--- config.mk ---
export PLATFORM = sky130hd
export DESIGN_NAME = lieat_lsu_axi_bridge_flat
export DESIGN_NICKNAME = d
export VERILOG_FILES = /design/src/rtl/lieat_axi_pkg.sv /design/src/rtl/lieat_lsu_axi_bridge_if.sv /design/src/rtl/lieat_general_dfflr.sv /design/src/rtl/lieat_lsu_axi_bridge.sv /design/src/flat_wrapper.sv
export SDC_FILE = /design/constraint.sdc
export NUM_CORES = 1
export LEC_CHECK = 0
export BUFFER_PORTS_ARGS = -buffer_cell sky130_fd_sc_hd__buf_4
export CORE_AREA = 2 2 151 153
export DETAILED_ROUTE_END_ITERATION = 10
export DIE_AREA = 0 0 153 155
export PLACE_DENSITY = 0.71
export SLEW_MARGIN = 20
export SYNTH_ARGS = -nofsm -noshare
export SYNTH_HDL_FRONTEND = slang
export SYNTH_SLANG_ARGS = --single-unit
--- constraint.sdc ---
create_clock -name clk_i -period 6.5 [get_ports clk_i]
set_input_delay 0.65 -clock clk_i [delete_from_list [all_inputs] [get_ports clk_i]]
set_output_delay 0.65 -clock clk_i [all_outputs]
set_load 0.01 [all_outputs]
--- src/rtl/lieat_axi_pkg.sv ---
// Shared definitions for the LSU-to-AXI bridge: data widths,
// the AXI transaction ID used by the LSU, and the bridge FSM state encoding.
package lieat_axi_pkg;

    localparam int XLEN = 32;
    localparam int DW   = 2 * XLEN;

    localparam logic [3:0] LSU_AXI_ID = 4'b0010;

    typedef enum logic [2:0] {
        ST_IDLE    = 3'd0,
        ST_RD_AR   = 3'd1,
        ST_RD_R    = 3'd2,
        ST_WR_AW_W = 3'd3,
        ST_WR_B    = 3'd4,
        ST_RSP     = 3'd5
    } state_e;

endpackage

--- src/rtl/lieat_lsu_axi_bridge_if.sv ---
// Handshake bundles for the bridge.
// lieat_lsu_if: LSU request/response (master = LSU, slave = bridge).
// lieat_axi_if: AXI AR/R/AW/W/B channels (master = bridge, slave = memory).
interface lieat_lsu_if;
    import lieat_axi_pkg::*;

    logic            lsu_req_valid;
    logic            lsu_req_ready;
    logic [XLEN-1:0] lsu_req_addr;
    logic            lsu_req_wen;
    logic [2:0]      lsu_req_size;
    logic [DW-1:0]   lsu_req_wdata;
    logic            lsu_rsp_valid;
    logic            lsu_rsp_ready;
    logic [DW-1:0]   lsu_rsp_rdata;

    modport master (
        output lsu_req_valid, lsu_req_addr, lsu_req_wen,
        output lsu_req_size, lsu_req_wdata, lsu_rsp_ready,
        input  lsu_req_ready, lsu_rsp_valid, lsu_rsp_rdata
    );

    modport slave (
        input  lsu_req_valid, lsu_req_addr, lsu_req_wen,
        input  lsu_req_size, lsu_req_wdata, lsu_rsp_ready,
        output lsu_req_ready, lsu_rsp_valid, lsu_rsp_rdata
    );
endinterface

interface lieat_axi_if;
    import lieat_axi_pkg::*;

    logic            sram_axi_arvalid;
    logic            sram_axi_arready;
    logic [XLEN-1:0] sram_axi_araddr;
    logic [2:0]      sram_axi_arsize;
    logic [3:0]      sram_axi_arid;
    logic            sram_axi_rvalid;
    logic            sram_axi_rready;
    logic [DW-1:0]   sram_axi_rdata;
    logic [3:0]      sram_axi_rid;
    logic            sram_axi_awvalid;
    logic            sram_axi_awready;
    logic [XLEN-1:0] sram_axi_awaddr;
    logic [2:0]      sram_axi_awsize;
    logic            sram_axi_wvalid;
    logic            sram_axi_wready;
    logic [DW-1:0]   sram_axi_wdata;
    logic            sram_axi_bvalid;
    logic            sram_axi_bready;

    modport master (
        output sram_axi_arvalid, sram_axi_araddr, sram_axi_arsize,
        output sram_axi_arid, sram_axi_rready,
        output sram_axi_awvalid, sram_axi_awaddr, sram_axi_awsize,
        output sram_axi_wvalid, sram_axi_wdata, sram_axi_bready,
        input  sram_axi_arready, sram_axi_rvalid, sram_axi_rdata,
        input  sram_axi_rid, sram_axi_awready, sram_axi_wready,
        input  sram_axi_bvalid
    );

    modport slave (
        input  sram_axi_arvalid, sram_axi_araddr, sram_axi_arsize,
        input  sram_axi_arid, sram_axi_rready,
        input  sram_axi_awvalid, sram_axi_awaddr, sram_axi_awsize,
        input  sram_axi_wvalid, sram_axi_wdata, sram_axi_bready,
        output sram_axi_arready, sram_axi_rvalid, sram_axi_rdata,
        output sram_axi_rid, sram_axi_awready, sram_axi_wready,
        output sram_axi_bvalid
    );
endinterface

--- src/rtl/lieat_general_dfflr.sv ---
// Load-enabled flop with asynchronous active-high reset to zero.
// Ports: clk_i, rst_i, lden_i (load enable), dnxt_i (next value), qout_o.
module lieat_general_dfflr #(
    parameter int WIDTH = 1
) (
    input  logic             clk_i,
    input  logic             rst_i,
    input  logic             lden_i,
    input  logic [WIDTH-1:0] dnxt_i,
    output logic [WIDTH-1:0] qout_o
);

    always_ff @(posedge clk_i or posedge rst_i) begin
        if (rst_i) begin
            qout_o <= '0;
        end else if (lden_i) begin
            qout_o <= dnxt_i;
        end
    end

endmodule

--- src/rtl/lieat_lsu_axi_bridge.sv ---
// Converts single LSU load/store requests into AXI transactions,
// one outstanding at a time. Ports: clk_i, rst_i, lsu_s (LSU side),
// axi_m (AXI master side). All valid/ready outputs decode registers only.
module lieat_lsu_axi_bridge
    import lieat_axi_pkg::*;
(
    input  logic        clk_i,
    input  logic        rst_i,
    lieat_lsu_if.slave  lsu_s,
    lieat_axi_if.master axi_m
);

    logic [2:0]      state_q, state_d;
    logic            aw_done_q, aw_done_d;
    logic            w_done_q, w_done_d;
    logic [XLEN-1:0] addr_q;
    logic [2:0]      size_q;
    logic            wen_q;
    logic [DW-1:0]   wdata_q;
    logic [DW-1:0]   rdata_q;
    logic            req_hs;
    logic            rdata_en;

    assign req_hs = lsu_s.lsu_req_valid && (state_q == ST_IDLE);

    lieat_general_dfflr #(.WIDTH(3)) u_state (
        .clk_i(clk_i), .rst_i(rst_i), .lden_i(1'b1),
        .dnxt_i(state_d), .qout_o(state_q)
    );
    lieat_general_dfflr #(.WIDTH(1)) u_aw_done (
        .clk_i(clk_i), .rst_i(rst_i), .lden_i(1'b1),
        .dnxt_i(aw_done_d), .qout_o(aw_done_q)
    );
    lieat_general_dfflr #(.WIDTH(1)) u_w_done (
        .clk_i(clk_i), .rst_i(rst_i), .lden_i(1'b1),
        .dnxt_i(w_done_d), .qout_o(w_done_q)
    );
    lieat_general_dfflr #(.WIDTH(XLEN)) u_addr (
        .clk_i(clk_i), .rst_i(rst_i), .lden_i(req_hs),
        .dnxt_i(lsu_s.lsu_req_addr), .qout_o(addr_q)
    );
    lieat_general_dfflr #(.WIDTH(3)) u_size (
        .clk_i(clk_i), .rst_i(rst_i), .lden_i(req_hs),
        .dnxt_i(lsu_s.lsu_req_size), .qout_o(size_q)
    );
    lieat_general_dfflr #(.WIDTH(1)) u_wen (
        .clk_i(clk_i), .rst_i(rst_i), .lden_i(req_hs),
        .dnxt_i(lsu_s.lsu_req_wen), .qout_o(wen_q)
    );
    lieat_general_dfflr #(.WIDTH(DW)) u_wdata (
        .clk_i(clk_i), .rst_i(rst_i), .lden_i(req_hs),
        .dnxt_i(lsu_s.lsu_req_wdata), .qout_o(wdata_q)
    );
    lieat_general_dfflr #(.WIDTH(DW)) u_rdata (
        .clk_i(clk_i), .rst_i(rst_i), .lden_i(rdata_en),
        .dnxt_i(axi_m.sram_axi_rdata), .qout_o(rdata_q)
    );

    always_comb begin
        state_d   = state_q;
        aw_done_d = aw_done_q;
        w_done_d  = w_done_q;
        rdata_en  = 1'b0;
        case (state_q)
            ST_IDLE: begin
                if (lsu_s.lsu_req_valid) begin
                    state_d   = lsu_s.lsu_req_wen ? ST_WR_AW_W : ST_RD_AR;
                    aw_done_d = 1'b0;
                    w_done_d  = 1'b0;
                end
            end
            ST_RD_AR: begin
                if (axi_m.sram_axi_arready) begin
                    state_d = ST_RD_R;
                end
            end
            ST_RD_R: begin
                // Beats carrying another master's ID are drained and dropped.
                if (axi_m.sram_axi_rvalid &&
                    (axi_m.sram_axi_rid == LSU_AXI_ID)) begin
                    rdata_en = 1'b1;
                    state_d  = ST_RSP;
                end
            end
            ST_WR_AW_W: begin
                // Ready is only meaningful while the matching valid is up,
                // and valid is up exactly while its done flag is clear.
                aw_done_d = aw_done_q | axi_m.sram_axi_awready;
                w_done_d  = w_done_q | axi_m.sram_axi_wready;
                if (aw_done_d && w_done_d) begin
                    state_d   = ST_WR_B;
                    aw_done_d = 1'b0;
                    w_done_d  = 1'b0;
                end
            end
            ST_WR_B: begin
                if (axi_m.sram_axi_bvalid) begin
                    state_d = ST_RSP;
                end
            end
            ST_RSP: begin
                if (lsu_s.lsu_req_ready == 1'b0 && lsu_s.lsu_rsp_ready) begin
                    state_d = ST_IDLE;
                end
            end
            default: begin
                state_d = ST_IDLE;
            end
        endcase
    end

    assign lsu_s.lsu_req_ready = (state_q == ST_IDLE);
    assign lsu_s.lsu_rsp_valid = (state_q == ST_RSP);
    assign lsu_s.lsu_rsp_rdata = wen_q ? '0 : rdata_q;

    assign axi_m.sram_axi_arvalid = (state_q == ST_RD_AR);
    assign axi_m.sram_axi_araddr  = addr_q;
    assign axi_m.sram_axi_arsize  = size_q;
    assign axi_m.sram_axi_arid    = LSU_AXI_ID;
    assign axi_m.sram_axi_rready  = (state_q == ST_RD_R);

    assign axi_m.sram_axi_awvalid = (state_q == ST_WR_AW_W) && !aw_done_q;
    assign axi_m.sram_axi_awaddr  = addr_q;
    assign axi_m.sram_axi_awsize  = size_q;
    assign axi_m.sram_axi_wvalid  = (state_q == ST_WR_AW_W) && !w_done_q;
    assign axi_m.sram_axi_wdata   = wdata_q;
    assign axi_m.sram_axi_bready  = (state_q == ST_WR_B);

endmodule

--- src/flat_wrapper.sv ---
// flat-port wrapper written by rule: the top's interface ports become plain ports
module lieat_lsu_axi_bridge_flat import lieat_axi_pkg::*;
  (clk_i, rst_i, lsu_s_lsu_req_valid, lsu_s_lsu_req_addr, lsu_s_lsu_req_wen, lsu_s_lsu_req_size, lsu_s_lsu_req_wdata, lsu_s_lsu_rsp_ready, lsu_s_lsu_req_ready, lsu_s_lsu_rsp_valid, lsu_s_lsu_rsp_rdata, axi_m_sram_axi_arvalid, axi_m_sram_axi_araddr, axi_m_sram_axi_arsize, axi_m_sram_axi_arid, axi_m_sram_axi_rready, axi_m_sram_axi_awvalid, axi_m_sram_axi_awaddr, axi_m_sram_axi_awsize, axi_m_sram_axi_wvalid, axi_m_sram_axi_wdata, axi_m_sram_axi_bready, axi_m_sram_axi_arready, axi_m_sram_axi_rvalid, axi_m_sram_axi_rdata, axi_m_sram_axi_rid, axi_m_sram_axi_awready, axi_m_sram_axi_wready, axi_m_sram_axi_bvalid);
  lieat_lsu_if lsu_s_i ();
  lieat_axi_if axi_m_i ();
  input  logic clk_i;
  input  logic rst_i;
  input wire logic [$bits(lsu_s_i.lsu_req_valid)-1:0] lsu_s_lsu_req_valid;
  input wire logic [$bits(lsu_s_i.lsu_req_addr)-1:0] lsu_s_lsu_req_addr;
  input wire logic [$bits(lsu_s_i.lsu_req_wen)-1:0] lsu_s_lsu_req_wen;
  input wire logic [$bits(lsu_s_i.lsu_req_size)-1:0] lsu_s_lsu_req_size;
  input wire logic [$bits(lsu_s_i.lsu_req_wdata)-1:0] lsu_s_lsu_req_wdata;
  input wire logic [$bits(lsu_s_i.lsu_rsp_ready)-1:0] lsu_s_lsu_rsp_ready;
  output wire logic [$bits(lsu_s_i.lsu_req_ready)-1:0] lsu_s_lsu_req_ready;
  output wire logic [$bits(lsu_s_i.lsu_rsp_valid)-1:0] lsu_s_lsu_rsp_valid;
  output wire logic [$bits(lsu_s_i.lsu_rsp_rdata)-1:0] lsu_s_lsu_rsp_rdata;
  output wire logic [$bits(axi_m_i.sram_axi_arvalid)-1:0] axi_m_sram_axi_arvalid;
  output wire logic [$bits(axi_m_i.sram_axi_araddr)-1:0] axi_m_sram_axi_araddr;
  output wire logic [$bits(axi_m_i.sram_axi_arsize)-1:0] axi_m_sram_axi_arsize;
  output wire logic [$bits(axi_m_i.sram_axi_arid)-1:0] axi_m_sram_axi_arid;
  output wire logic [$bits(axi_m_i.sram_axi_rready)-1:0] axi_m_sram_axi_rready;
  output wire logic [$bits(axi_m_i.sram_axi_awvalid)-1:0] axi_m_sram_axi_awvalid;
  output wire logic [$bits(axi_m_i.sram_axi_awaddr)-1:0] axi_m_sram_axi_awaddr;
  output wire logic [$bits(axi_m_i.sram_axi_awsize)-1:0] axi_m_sram_axi_awsize;
  output wire logic [$bits(axi_m_i.sram_axi_wvalid)-1:0] axi_m_sram_axi_wvalid;
  output wire logic [$bits(axi_m_i.sram_axi_wdata)-1:0] axi_m_sram_axi_wdata;
  output wire logic [$bits(axi_m_i.sram_axi_bready)-1:0] axi_m_sram_axi_bready;
  input wire logic [$bits(axi_m_i.sram_axi_arready)-1:0] axi_m_sram_axi_arready;
  input wire logic [$bits(axi_m_i.sram_axi_rvalid)-1:0] axi_m_sram_axi_rvalid;
  input wire logic [$bits(axi_m_i.sram_axi_rdata)-1:0] axi_m_sram_axi_rdata;
  input wire logic [$bits(axi_m_i.sram_axi_rid)-1:0] axi_m_sram_axi_rid;
  input wire logic [$bits(axi_m_i.sram_axi_awready)-1:0] axi_m_sram_axi_awready;
  input wire logic [$bits(axi_m_i.sram_axi_wready)-1:0] axi_m_sram_axi_wready;
  input wire logic [$bits(axi_m_i.sram_axi_bvalid)-1:0] axi_m_sram_axi_bvalid;
  assign lsu_s_i.lsu_req_valid = lsu_s_lsu_req_valid;
  assign lsu_s_i.lsu_req_addr = lsu_s_lsu_req_addr;
  assign lsu_s_i.lsu_req_wen = lsu_s_lsu_req_wen;
  assign lsu_s_i.lsu_req_size = lsu_s_lsu_req_size;
  assign lsu_s_i.lsu_req_wdata = lsu_s_lsu_req_wdata;
  assign lsu_s_i.lsu_rsp_ready = lsu_s_lsu_rsp_ready;
  assign lsu_s_lsu_req_ready = lsu_s_i.lsu_req_ready;
  assign lsu_s_lsu_rsp_valid = lsu_s_i.lsu_rsp_valid;
  assign lsu_s_lsu_rsp_rdata = lsu_s_i.lsu_rsp_rdata;
  assign axi_m_sram_axi_arvalid = axi_m_i.sram_axi_arvalid;
  assign axi_m_sram_axi_araddr = axi_m_i.sram_axi_araddr;
  assign axi_m_sram_axi_arsize = axi_m_i.sram_axi_arsize;
  assign axi_m_sram_axi_arid = axi_m_i.sram_axi_arid;
  assign axi_m_sram_axi_rready = axi_m_i.sram_axi_rready;
  assign axi_m_sram_axi_awvalid = axi_m_i.sram_axi_awvalid;
  assign axi_m_sram_axi_awaddr = axi_m_i.sram_axi_awaddr;
  assign axi_m_sram_axi_awsize = axi_m_i.sram_axi_awsize;
  assign axi_m_sram_axi_wvalid = axi_m_i.sram_axi_wvalid;
  assign axi_m_sram_axi_wdata = axi_m_i.sram_axi_wdata;
  assign axi_m_sram_axi_bready = axi_m_i.sram_axi_bready;
  assign axi_m_i.sram_axi_arready = axi_m_sram_axi_arready;
  assign axi_m_i.sram_axi_rvalid = axi_m_sram_axi_rvalid;
  assign axi_m_i.sram_axi_rdata = axi_m_sram_axi_rdata;
  assign axi_m_i.sram_axi_rid = axi_m_sram_axi_rid;
  assign axi_m_i.sram_axi_awready = axi_m_sram_axi_awready;
  assign axi_m_i.sram_axi_wready = axi_m_sram_axi_wready;
  assign axi_m_i.sram_axi_bvalid = axi_m_sram_axi_bvalid;
  lieat_lsu_axi_bridge u_core (.clk_i(clk_i), .rst_i(rst_i), .lsu_s(lsu_s_i), .axi_m(axi_m_i));
endmodule
Word-level counts from Yosys, hierarchy flattened
Index checks and enable logic that the tools add are counted.
Widths: inputs -> output; s select.
{"block": "classes", "n_mux": 16, "eq_ne": 12, "reduce_logical": 12, "bitwise_logic": 3}
{"op": "$mux 64", "count": 1}
{"op": "$mux 3", "count": 6}
{"op": "$pmux 3 s6", "count": 1}
{"op": "$ne 2x1->1 const B", "count": 5}
{"op": "$eq 3x2->1 const B", "count": 2}
{"op": "$eq 3x3->1 const B", "count": 2}
{"op": "$logic_and 1x1->1", "count": 6}
{"op": "$reduce_and 6->1", "count": 1}
{"op": "$mux 1", "count": 5}
{"op": "$eq 4x2->1 const B", "count": 1}
{"op": "$pmux 1 s2", "count": 2}
{"op": "$eq 3x1->1 const B", "count": 1}
{"op": "$logic_not 3->1", "count": 1}
{"op": "$logic_not 1->1", "count": 2}
{"op": "$mux 2", "count": 1}
{"op": "$ne 2x2->1 const B", "count": 1}
{"op": "$or 1x1->1", "count": 2}
{"op": "$reduce_and 2->1", "count": 1}
{"op": "$reduce_bool 2->1", "count": 1}
{"op": "$not 1->1", "count": 1}
{"block": "totals", "inputBits": 177, "regBits": 169, "out_inout_bits": 209, "wordCells": 51}

Depth between registers and ports, before layout
{"block": "depth", "word_depth": 5, "depth_mapped": 5, "depth_no_buf": 4}

Cells and area by module
Synthesis repeated with hierarchy kept, for this count alone.
{"block": "hier_totals", "cells_unflattened": 518, "area_unflattened_um2": 8040.2}
{"module": "lieat_general_dfflr (u_core.u_rdata ...)", "cells_each": 136, "area_per_inst_um2": 2682.6, "instances": 2}
{"module": "lieat_general_dfflr (u_core.u_addr)", "cells_each": 69, "area_per_inst_um2": 1348.8, "instances": 1}
{"module": "lieat_lsu_axi_bridge", "cells_each": 154, "area_per_inst_um2": 969.7, "instances": 1}
{"module": "lieat_general_dfflr (u_core.u_size ...)", "cells_each": 7, "area_per_inst_um2": 112.6, "instances": 2}
{"module": "lieat_general_dfflr (u_core.u_aw_done ...)", "cells_each": 3, "area_per_inst_um2": 43.8, "instances": 3}

Worst setup path after synthesis
OpenSTA, ideal clock, no wires.
{"block": "synth_timing", "kind": "input port to flip-flop", "start": "in axi_m_sram_axi_rid[2]", "end": "reg u_core.u_rdata.qout_o[0]", "n_path_buf": 1, "path_stages": 5, "t_arrival_ns": 1.732, "setup_slack_ns": 4.643, "setup_ns": 0.125, "cell_sequence": "nand4bb_1 -> nor3b_2 -> nand2_4 -> buf_6 -> mux2_4"}
{"block": "synth_between", "elab_chain_len": 4}
{"item": "start: declaration", "line": "flat_wrapper.sv:31", "rtl": "input wire logic [$bits(axi_m_i.sram_axi_rid)-1:0] axi_m_sram_axi_rid;"}
{"item": "$eq 4x2->1", "line": "lieat_lsu_axi_bridge.sv:80", "rtl": "(axi_m.sram_axi_rid == LSU_AXI_ID)) begin"}
{"item": "$logic_and 1x1->1", "line": "lieat_lsu_axi_bridge.sv:79", "rtl": "if (axi_m.sram_axi_rvalid &&"}
{"item": "$mux 1", "line": "lieat_lsu_axi_bridge.sv:79"}
{"item": "$mux 1", "line": "lieat_lsu_axi_bridge.sv:64", "rtl": "case (state_q)"}
{"item": "end signal: assignment", "line": "lieat_general_dfflr.sv:17", "rtl": "qout_o <= dnxt_i;"}
{"item": "end: declaration", "line": "lieat_general_dfflr.sv:10", "rtl": "output logic [WIDTH-1:0] qout_o"}
Every way passes these cells.
A chain may end at the register's enable or synchronous reset.

Worst setup path after layout
{"block": "layout_timing", "start": "reg u_core.u_state.qout_o[2]", "end": "reg u_core.u_wdata.qout_o[60]"}
{"block": "layout_between", "elab_chain_len": 2}
{"item": "start: declaration", "line": "lieat_general_dfflr.sv:10"}
{"item": "start signal: assignment", "line": "lieat_general_dfflr.sv:17"}
{"item": "$logic_not 3->1", "line": "lieat_lsu_axi_bridge.sv:24", "rtl": "assign req_hs = lsu_s.lsu_req_valid && (state_q == ST_IDLE);"}
{"item": "$logic_and 1x1->1", "line": "lieat_lsu_axi_bridge.sv:24"}
{"item": "end signal: assignment", "line": "lieat_general_dfflr.sv:17"}
{"item": "end: declaration", "line": "lieat_general_dfflr.sv:10"}
Every way passes these cells.

==> flow_summary.json <==
{
  "outcome": "finished, final reports clean",
  "num_rows": 55,
  "dpl.hpwl_um": 14540,
  "vdd_drop_max_mv": 0.1616,
  "hold_path.class": "in2async",
  "postCtsResizedCells": 0,
  "synth_area_per_cell_sq_um": 14.76,
  "rsz0062_at_grt": "no",
  "nNetsFinal": 1025,
  "synthCells": 506,
  "worstSetupPathType": "reg2reg",
  "grt_pass1_vias": 5320,
  "ios": 386,
  "antenna_left": 0,
  "startpoint": "u_core.u_state.qout_o[2]",
  "cts_setup_buffers": 0,
  "regToRegEndpoint": "u_core.u_wdata.qout_o[60]",
  "grt_pass1_wl_um": 29760,
  "post-place-ws_ns": 3.541,
  "regToRegStartpoint": "u_core.u_state.qout_o[2]",
  "grt_start_max_net_pins": 101,
  "drc_errors": 0,
  "power.density_nw_per_um2": 459.5,
  "antenna_found_initial": 0,
  "tns_ns": 0,
  "tightest_slew_ns": 0.9080,
  "final_cell_mix": "386 x buf_4, 168 x dfrtp_1, 105 x mux2_2",
  "yosysSeqAreaShare_pct": 56.62,
  "fmax_mhz": 349.9,
  "port_buffers": 381,
  "insertion_delay_ns": 0.42,
  "detail_route.first_pass.iterations": 4,
  "h-tree-depth": 4,
  "finalSetupViolCount": 0,
  "finalHoldViolations": 0,
  "maxCapViolCount": 0,
  "die_area_sq_um": 23720,
  "routed_via_density": 4.488,
  "end_kind": "register",
  "maxSlewViolCount": 0,
  "min_period_ns": 2.858,
  "arrival_ns": 3.16,
  "r2r_slack_ns": 3.64,
  "finClkSkew_ns": 0.01062,
  "crit_path_end": "u_core.u_wdata.qout_o[60]",
  "die_x_um": 153,
  "synth.ff_latch_count": 169,
  "wire_per_inst_um": 16.92,
  "synth_cell_types": 30,
  "start_kind": "register",
  "fin_crit_sh_pct": 43.97,
  "cts_buffer_depth": 2,
  "cts-buffers-inserted": 17,
  "track_usage_pct": 15.95,
  "power_leakage_nw": 5.578,
  "synth_area_sq_um": 7470,
  "drive_above_1_share_pct": 68.52,
  "crit_fanout": 51,
  "overflow": 0,
  "final_common_cell": "buf_4",
  "gp_congestion": 0.7371,
  "drtIter0Drc": 116,
  "r2r_cells": 4,
  "start_util_pct": 33.61,
  "cts_num_sinks": 169,
  "n_antenna_cell": 0,
  "dr_total_vias": 5143,
  "slew_headroom_pct": 39.47,
  "ctsHoldBuffers": 0,
  "area_growth_pct": 45.65,
  "worstPathRequired_ns": 6.80,
  "ctsRootBufferMaster": "clkbuf_16",
  "wirelength_um": 19390,
  "yosysWarnings": 0,
  "core_area_sq_um": 22230,
  "cts_tree": "yes",
  "clkTransAtPathRegs_ns": 0.07,
  "fin_ws_ns": 3.642,
  "die_h_um": 155
}
-- power by group --
group          internal (mW)  total (mW)  switching [mW]
registers               1.52        1.83           0.310
clock network          0.548        1.01           0.466
logic                   1.29        2.15           0.867
total                   3.36        5.00            1.64
-- worst max-delay path, cell delays in order (launching register included) --
cell and delay, ns:
dfrtp_1 0.55, nor4b_2 0.50, buf_4 0.57, buf_4 0.66, mux2_2 0.41
-- cells by family after synthesis --
kind of cell | share of synthesized area, %
other | 0.1005
buffers and inverters | 6.533
multiplexers | 28.19
flip-flops | 56.62
AND/OR/NAND/NOR | 7.320
AO/OA/AOI/OAI | 1.240
-- worst min path at each step --
| stage | depth (start not counted) | to | slack, ns |
|---|---|---|---|
| floorplan | 1 | u_core.u_rdata.qout_o[59] | 0.47 |
| global placement | 1 | u_core.u_rdata.qout_o[62] | 0.48 |
| detailed placement | 1 | u_core.u_rdata.qout_o[34] | 0.48 |
| CTS | 2 | u_core.u_rdata.qout_o[14] | 0.43 |
| global route | 2 | u_core.u_rdata.qout_o[53] | 0.42 |
| finish | 2 | u_core.u_wdata.qout_o[8] | 0.40 |
-- metrics by stage --
step	std cells	hold WS (ns)	power [mW]	cell area, sq um	utilization, %
2_1_floorplan	508	0.4711	3.065	7477	-
3_3_place_gp	1113	0.4829	3.993	10270	46.19
3_5_place_dp	1114	0.4830	4.041	10290	46.32
4_1_cts	1146	0.4257	5.079	10880	48.94
5_1_grt	1146	0.4218	5.290	10880	48.94
6_report	1146	0.4023	4.999	10880	48.94
-- registers in the layout, summed over array words and instances (netlist names) --
signal                   flops
u_core.u_addr.qout_o        32
u_core.u_state.qout_o        3
u_core.u_wen.qout_o          1
u_core.u_w_done.qout_o       1
u_core.u_aw_done.qout_o      1
u_core.u_wdata.qout_o       64
u_core.u_size.qout_o         3
u_core.u_rdata.qout_o       64
-- per-layer routing --
| layer | vias up | track usage, % | part of all wire [%] |
|---|---|---|---|
| li1 | 2364 | - | - |
| met3 | 22 | 6.072 | 8.6 |
| met1 | 2508 | 18.87 | 39 |
| met4 | 0 | 5.026 | 1.9 |
| met2 | 249 | 26.97 | 51 |
| met5 | - | 0 | 0 |
-- synth_stat cells, drive strengths merged --
library cell	n	share of area, %
dfrtp	169	57
mux2	165	28
nor2b	65	5.4
buf	57	5.9
clkbuf	9	0.45
nor2	7	0.35
nand2	5	0.35
nor3b	4	0.47
inv	3	0.15
nor3	3	0.20
o21ai	3	0.20
a21o	2	0.20
conb	2	0.10
a21boi	1	0.10
a221oi	1	0.20
a22o	1	0.12
a31oi	1	0.084
mux4	1	0.30
nand3b	1	0.10
nand4bb	1	0.15
nor4b	1	0.12
o22a	1	0.12
o22ai	1	0.084
o32a	1	0.13
or4b	1	0.13
-- area by class of cell --
type / instances / area (sq um)
timing repair buffer: 387 / 2925
fill: 2016 / 11350
multi-input combinational: 270 / 2766
tap: 285 / 356.6
clock buffer: 18 / 429.2
clock inverter: 14 / 155.1
sequential: 169 / 4230
inverter: 3 / 16.27
(Power assumes the default switching activity.)
